$ cat src/rtl/valu4_scheduler.sv
`default_nettype none
//============================================================================
// Module      : valu4_scheduler
// Description : Round-robin scheduler sharing one VectorALU4 between two
//               requester ports. Latches the winning request, holds the ALU
//               inputs for a per-opcode-class number of cycles, captures Y or
//               Y2 and returns a tagged 8-bit response over valid/ready.
//               The multiply-MSW opcode is served from a locally saved
//               product, never from ALU-internal state.
// Revision    : 1.0 - initial release
//============================================================================
module valu4_scheduler #(
    parameter int EXEC_CYCLES = 1,
    parameter int MUL_CYCLES  = 2
) (
    input  logic       clk,
    input  logic       reset_n,
    // requester port 0
    input  logic       req0_valid,
    output logic       req0_ready,
    input  logic [4:0] req0_op,
    input  logic [3:0] req0_r,
    input  logic [3:0] req0_s,
    // requester port 1
    input  logic       req1_valid,
    output logic       req1_ready,
    input  logic [4:0] req1_op,
    input  logic [3:0] req1_r,
    input  logic [3:0] req1_s,
    // shared ALU
    output logic [3:0] alu_r,
    output logic [3:0] alu_s,
    output logic [4:0] alu_op,
    input  logic [3:0] alu_y,
    input  logic [7:0] alu_y2,
    // response
    output logic       rsp_valid,
    input  logic       rsp_ready,
    output logic       rsp_id,
    output logic [7:0] rsp_data,
    output logic       rsp_err,
    output logic       busy
);

    localparam logic [1:0] c_st_idle = 2'd0;
    localparam logic [1:0] c_st_exec = 2'd1;
    localparam logic [1:0] c_st_resp = 2'd2;

    localparam logic [4:0] c_op_idle = 5'b00001;  // pass-S while nothing runs
    localparam logic [4:0] c_op_mul  = 5'b01000;
    localparam logic [4:0] c_op_msw  = 5'b01001;

    localparam logic [3:0] c_exec_cnt = 4'(EXEC_CYCLES);
    localparam logic [3:0] c_mul_cnt  = 4'(MUL_CYCLES);

    logic [1:0] r_state;
    logic [1:0] w_state_nxt;

    logic [4:0] r_op;
    logic [3:0] r_r;
    logic [3:0] r_s;
    logic [3:0] r_cnt;
    logic       r_rr_ptr;
    logic [7:0] r_last_product;
    logic       r_rsp_id;
    logic [7:0] r_rsp_data;
    logic       r_rsp_err;

    logic       w_any_req;
    logic       w_gnt_id;
    logic       w_accept;
    logic [4:0] w_sel_op;
    logic [3:0] w_sel_r;
    logic [3:0] w_sel_s;
    logic       w_sel_is_mul;
    logic       w_sel_is_msw;
    logic       w_sel_is_alu;
    logic       w_exec_done;

    // Arbitration: sole valid port wins, a tie goes to the round-robin pointer
    assign w_any_req = req0_valid | req1_valid;
    assign w_gnt_id  = (req0_valid & req1_valid) ? r_rr_ptr : req1_valid;
    assign w_accept  = (r_state == c_st_idle) & w_any_req;

    assign w_sel_op  = w_gnt_id ? req1_op : req0_op;
    assign w_sel_r   = w_gnt_id ? req1_r  : req0_r;
    assign w_sel_s   = w_gnt_id ? req1_s  : req0_s;

    // Opcode classes: ALU ops, multiply, internal MSW, everything else unsupported
    assign w_sel_is_mul = (w_sel_op == c_op_mul);
    assign w_sel_is_msw = (w_sel_op == c_op_msw);
    assign w_sel_is_alu = (w_sel_op <= 5'b00111) | (w_sel_op == 5'b01010) |
                          (w_sel_op == 5'b01011);

    // A zero count can only arise from an out-of-range parameter; treat it as done
    assign w_exec_done = (r_state == c_st_exec) & (r_cnt <= 4'd1);

    // ALU operands always come from the latched request, never from the ports
    assign alu_r     = r_r;
    assign alu_s     = r_s;

    assign rsp_valid = (r_state == c_st_resp);
    assign rsp_id    = r_rsp_id;
    assign rsp_data  = r_rsp_data;
    assign rsp_err   = r_rsp_err;
    assign busy      = (r_state != c_st_idle);

    // The low nibble of the saved product is never returned by the MSW op
    logic w_unused_lsbs;
    assign w_unused_lsbs = &{1'b0, r_last_product[3:0]};

    // State register
    always_ff @(posedge clk) begin
        if (!reset_n) begin
            r_state <= c_st_idle;
        end else begin
            r_state <= w_state_nxt;
        end
    end

    // Next-state, request readies and ALU opcode drive
    always_comb begin
        w_state_nxt = r_state;
        req0_ready  = 1'b0;
        req1_ready  = 1'b0;
        alu_op      = c_op_idle;
        case (r_state)
            c_st_idle: begin
                req0_ready = w_any_req & ~w_gnt_id;
                req1_ready = w_any_req &  w_gnt_id;
                if (w_any_req) begin
                    w_state_nxt = (w_sel_is_alu | w_sel_is_mul) ? c_st_exec : c_st_resp;
                end
            end
            c_st_exec: begin
                alu_op = r_op;
                if (w_exec_done) begin
                    w_state_nxt = c_st_resp;
                end
            end
            c_st_resp: begin
                if (rsp_ready) begin
                    w_state_nxt = c_st_idle;
                end
            end
            default: begin
                w_state_nxt = c_st_idle;
            end
        endcase
    end

    // Request latch, execution counter, result capture and saved product
    always_ff @(posedge clk) begin
        if (!reset_n) begin
            r_op           <= c_op_idle;
            r_r            <= 4'h0;
            r_s            <= 4'h0;
            r_cnt          <= 4'h0;
            r_rr_ptr       <= 1'b0;
            r_last_product <= 8'h00;
            r_rsp_id       <= 1'b0;
            r_rsp_data     <= 8'h00;
            r_rsp_err      <= 1'b0;
        end else begin
            if (w_accept) begin
                r_op     <= w_sel_op;
                r_r      <= w_sel_r;
                r_s      <= w_sel_s;
                r_rsp_id <= w_gnt_id;
                r_rr_ptr <= ~w_gnt_id;
                r_cnt    <= w_sel_is_mul ? c_mul_cnt : c_exec_cnt;
                if (w_sel_is_msw) begin
                    r_rsp_data <= {4'h0, r_last_product[7:4]};
                    r_rsp_err  <= 1'b0;
                end else if (!(w_sel_is_alu | w_sel_is_mul)) begin
                    r_rsp_data <= 8'h00;
                    r_rsp_err  <= 1'b1;
                end else begin
                    r_rsp_err  <= 1'b0;
                end
            end
            if (r_state == c_st_exec) begin
                r_cnt <= r_cnt - 4'd1;
                if (w_exec_done) begin
                    if (r_op == c_op_mul) begin
                        r_rsp_data     <= alu_y2;
                        r_last_product <= alu_y2;
                    end else begin
                        r_rsp_data     <= {4'h0, alu_y};
                    end
                end
            end
        end
    end

endmodule
`default_nettype wire

$ cat config.mk
export PLATFORM = sky130hd
export DESIGN_NAME = valu4_scheduler
export DESIGN_NICKNAME = d
export VERILOG_FILES = /design/src/rtl/valu4_scheduler.sv
export SDC_FILE = /design/constraint.sdc
export NUM_CORES = 1
export LEC_CHECK = 0
export ABC_CLOCK_PERIOD_IN_PS = 2100
export CAP_MARGIN = 30
export CORE_UTILIZATION = 24
export DETAILED_ROUTE_END_ITERATION = 8
export GPL_ROUTABILITY_DRIVEN = 0
export MAX_ROUTING_LAYER = met4
export PLACE_DENSITY = 0.55
export SYNTH_ARGS = -nofsm -noshare
export SYNTH_HDL_FRONTEND = slang
export SYNTH_SLANG_ARGS = --single-unit
$ cat constraint.sdc
create_clock -name clk -period 2.1 [get_ports clk]
set_input_delay 0.525 -clock clk [delete_from_list [all_inputs] [get_ports clk]]
set_output_delay 0.525 -clock clk [all_outputs]
set_load 0.1 [all_outputs]
## Yosys cells after proc, flatten, opt, wreduce, memory -nomap -nowiden

Cells that the tools add are included.

| word-level totals | value |
|---|---|
| logic and storage cells | 61 |
| register bits | 38 |
| latch bits | 0 |
| ROM bits | 0 |
| input port bits | 43 |
| memory bits (writable) | 0 |
| memories kept | 0 |
| output and inout port bits | 27 |

| operators by class | value |
|---|---|
| equal/unequal tests | 10 |
| $mul | 0 |
| $add $sub $neg | 1 |
| div/mod/pow operators | 0 |
| shifts and indexed selects | 0 |
| $lt $le $gt $ge | 2 |
| muxes and demuxes | 23 |
| reductions and logical operators | 5 |
| bitwise gates (word level) | 10 |

Operator list:

| cell | count |
|---|---|
| 2-to-1 mux 8 bit | 6 |
| equality test 5 x 4 -> 1 bit, second input constant | 5 |
| 2-to-1 mux 4 bit | 4 |
| 2-to-1 mux 2 bit | 5 |
| 2-to-1 mux 5 bit | 2 |
| one-hot mux 2 bit (3 select lines) | 1 |
| AND reduction 3 bit | 2 |
| bitwise AND 1 bit | 5 |
| <= comparator 5 x 3 -> 1 bit, second input constant | 1 |
| 2-to-1 mux 1 bit | 5 |
| <= comparator 4 x 1 -> 1 bit, second input constant | 1 |
| != test 2 bit, second input constant | 2 |
| OR 1 bit | 4 |
| nonzero test 2 bit | 2 |
| subtractor 4 x 1 -> 4 bit, second input constant | 1 |
| equality test 2 x 1 -> 1 bit, second input constant | 1 |
| equality test 2 bit, second input constant | 1 |
| zero test 2 bit | 1 |
| != test 2 x 1 -> 1 bit, second input constant | 1 |
| NOT 1 bit | 1 |

## Longest topological paths before layout

| logic depth | value |
|---|---|
| depth after elaboration | 12 |
| mapped depth | 8 |
| mapped depth without buffers | 7 |

## Worst setup path after synthesis

OpenSTA, ideal clock, no wires.

| path | value |
|---|---|
| kind | register -> register |
| start point | reg r_state[1] |
| end point | reg r_r[0] (netlist: alu_r[0]) |
| setup time | 0.070 ns |
| data arrival time | 3.248 ns |
| slack | -1.218 ns |
| data required time | 2.030 ns |
| stages on the path, launching flop included | 6 |
| cells stage by stage | dfxtp_1 -> or2_1 -> clkbuf_1 -> nor2_1 -> a222oi_1 -> nor2b_1 |

| on the way | value |
|---|---|
| longest elaborated chain between the ends | 2 |

RTL lines:

| what | line | source |
|---|---|---|
| start, declared | 56 | `logic [1:0] r_state;` |
| start signal, assigned | 115 | `r_state <= c_st_idle;` |
| start signal, assigned | 117 | `r_state <= w_state_nxt;` |
| zero test 2 bit | 83 | `assign w_accept = (r_state == c_st_idle) & w_any_req;` |
| bitwise AND 1 bit | 83 |  |
| end signal, assigned | 167 | `r_r <= w_sel_r;` |
| end, declared | 60 | `logic [3:0] r_r;` |

Every way passes these cells.
A chain may end at the register's enable or synchronous reset.

## Worst setup path after layout

| path | value |
|---|---|
| start point | reg r_state[1] |
| end point | out req0_ready |

| on the way | value |
|---|---|
| longest elaborated chain between the ends | 2 |

RTL lines:

| what | line | source |
|---|---|---|
| zero test 2 bit | 127 | `case (r_state)` |
| 2-to-1 mux 1 bit | 127 |  |
| end, declared | 20 | `output logic req0_ready,` |

Every way passes these cells.

==> impl_results.md <==
* Die Y at ~89 um
* FMAX at 494 MHz
* CP arrival at ~1.5 ns
* CP startpoint kind: flop
* Met2 Use GR at 0.244
* Total Wirelength at about 5300 um
* Final Slew Violations at 0
* Total number of vias at ~1900
* First-pass GRT wire length at 8690 um
* Post-Synthesis Cells at between 150 and 200
* Layout fillers at around 750
* I/O pin count at 70
* Antenna-violating nets left at 0
* Outcome: finished clean
* Slowest-stage cell, CP: dfxtp_1
* # setup viols final at 0
* Sequential power share at 0.336
* Register area share after synthesis at 0.378
* RSZ-0062 raised after global routing: no
* GR Layer Usage met3 at 0.0438
* Post-Syn Nets at between 200 and 250
* Switching power at 911 uW
* GRT met1 Usage at 0.180
* Sw frac at 0.404
* Static Leak at 0.00123 uW
* DRC at 0
* GRT busiest layer: met2
* Hold Path Origin: rsp_data[5]
* Area of the multi-input gates at 1070 sq um
* Number of max-capacitance violations reported at 0
* Final cell count without fillers at 386
* Via density at between 4 and 5
* Ys Warns at 0
* Tot Pwr at around 2300 uW
* Worst-path clk slew at roughly 0.060 ns
* Row count at 31
* Final period utilization at 0.964
* Final nets at ~330
* Post-DP HPWL at around 4000 um
* Tmin final at about 2 ns
* CTS Hold Bufs at 0
* Worst Hold Endpoint: rsp_data[5]
* Antenna Diode Count at 0
* Worst r2r dst: rsp_data[3]
* Post-Route Utilization at 0.406
* CP Launch Point: r_state[1]
* Worst Skew at roughly 0.0069 ns
* Dpl cells at 379
* Endpoint type of the worst setup path: output pin
* Share of post-route cells with drive strength above 1 at 0.282
* Number of synthesized flops with an enable pin at 0
* Ys flop type: dfxtp_1
* CTS tree: done
* Asr flop ratio synth at 0
* Hold Fails Final Rpt at 0
* CTS max path bufs at 2
* Pin count of the biggest net entering global routing at 37
* Clock root cell: clkbuf_8
* Reg-to-reg slack, setup at around 0.18 ns
* Grt ovf at 0
* Port-buffer cells at ~70
* Initial antenna violation count at 0
* Mapped cell area at approximately 1800 sq um
* H-tree depth at 2
* Hold WS at about 0.49 ns
* Vias in the first global route at approximately 1800
* Min-delay worst type: reg -> reg
* Drt first pass iters at 6
* WHS Path Cells at 2
* Power density over the cells at roughly 770 nW/um^2
* Post-synth cell types at 46
* Initial DRC count at 96
* Core box area at between 7000 and 8000 sq um
* Average size of a mapped cell at between 9 and 10 sq um
* Crit path kind: reg -> out
* Pint at 1340 uW
* Worst Tran Pin Value at around 0.99 ns
* Cell repeated most along the worst path: or2_4
* FF/Latch Area at 681 sq um
* Area added between synthesis and finish at 63.5%
* Die X-Extent at about 89 um
* GRT Overall Usage at 0.149
* Die footprint at roughly 8000 sq um
* Clock Latency Late Sink at around 0.28 ns
* Worst-path fanout max at 4
* Crit-path cells: or2_4 -> or2_4 -> nor2_8 -> buf_12
* Max_slew headroom at 0.333
* Max VDD drop at ~400 uV
* Reg2Reg Depth at 6
* Starting Density at 0.248
* Slowest stage delay, CP at ~0.32 ns
* CP required at 1.57 ns
* Yosys reg bits at 34
* Wire length per cell at about 14 um
* CTS Sinks at 34
* CTS Buf Count at 5
* Clk pwr share at 0.213
* Combinational power share at 0.451
* R2R Path Start: r_cnt[0]
[synth_stat cells, types with 2 or more instances]
library cell	number	area share
dfxtp_1	34	0.38
nor2b_1	16	0.056
nand2_1	11	0.023
nor2_1	10	0.021
a211oi_1	9	0.037
o21ai_0	9	0.025
a222oi_1	8	0.044
a21oi_1	7	0.019
clkbuf_1	6	0.012
inv_1	6	0.012
and2_1	5	0.017
and3_1	5	0.017
buf_2	5	0.014
mux2i_1	5	0.028
o211a_1	5	0.028
a21boi_1	4	0.017
a32oi_1	4	0.019
mux2_2	4	0.025
nand4_1	4	0.014
a2111oi_0	3	0.015
nand2b_1	3	0.010
nor4_1	3	0.010
buf_6	2	0.012
ha_1	2	0.014
nor2_8	2	0.022
o211ai_1	2	0.0083
o21a_1	2	0.0083
or2_1	2	0.0069
[per-layer routing]
layer  wire length (um)  part of all wire  vias up
met5                  0                 0        -
met4                 38            0.0072        0
met3                361             0.068        4
met2               2500              0.47       60
met1               2390              0.45      889
li1                   -                 -      923
[state kept, by name (all words and copies together), names as in the netlist]
| register | count |
|---|---|
| rsp_err | 1 |
| rsp_data | 8 |
| alu_s | 4 |
| r_cnt | 4 |
| rsp_id | 1 |
| alu_r | 4 |
| r_rr_ptr | 1 |
| r_state | 2 |
| r_last_product | 4 |
| r_op | 5 |
[logic make-up after synthesis]
| group | Yosys count | share of synthesized area |
|---|---|---|
| fa+ha+maj | 2 | 0.0139 |
| flops | 34 | 0.378 |
| mux | 9 | 0.0528 |
| simple gates | 69 | 0.233 |
| compound gates | 62 | 0.267 |
| buf+inv | 19 | 0.0514 |
| xor+xnor | 1 | 0.00486 |
[stage by stage]
step	TNS [ns]	setup slack [ns]	area [sq um]
global placement	-3.62	-0.278	2820
finish	0	0.0755	2950
global route	0	0.00432	2950
CTS	0	0.0126	2930
floorplan	0	0.0212	1820
detailed placement	-4.04	-0.312	2820
[worst max-delay path by stage]
stage | to | depth (start not counted)
global route | rsp_data[3] | 6
floorplan | req0_ready | 6
finish | req0_ready | 4
CTS | rsp_data[3] | 6
global placement | rsp_data[2] | 6
detailed placement | rsp_data[2] | 6
[worst max-delay path: cells and delay by family (launching register included)]
kind | cells | cell delay (ns)
flops | 1 | 0.32
buf+inv | 1 | 0.18
simple gates | 3 | 0.71
[layout make-up]
class | instances | share of cell area
clock buffer | 6 | 0.0280
sequential | 34 | 0.231
tap | 99 | 0.0421
inverter | 6 | 0.00765
multi-input combinational | 143 | 0.362
timing repair buffer | 98 | 0.329
[cell usage in the layout, fill, tap and decap left out, drive strengths merged, types with 2 or more instances in the layout]
master          n
buf            56
clkdlybuf4s50  38
dfxtp          34
nor2b          17
nor2           12
nand2          11
o21ai          10
a211oi          9
a222oi          8
a21oi           7
inv             6
clkbuf          6
and2            5
mux2i           5
o211a           5
and3            5
nand4           4
a32oi           4
a21boi          4
mux2            4
nand2b          3
nor4            3
o21a            3
a2111oi         3
or2             2
o211ai          2
ha              2
dlygate4sd2     2
dlymetal6s2s    2
nor3            2
[power by group through the flow]
stage	sequential, uW	combinational [uW]	clock, uW
after floorplan	984	447	0
after global placement	771	1000	0
after detailed placement	769	1010	0
after CTS	758	1020	494
after global routing	766	1080	526
final	758	1020	480
[repair_timing]
action / CTS / global route
endpoints found under the setup margin: 4 / 4
buffers inserted: 1 / 0
pin swaps: 3 / 7
resized for setup: 7 / 5
Note: power is estimated with default switching activity, not from simulation.
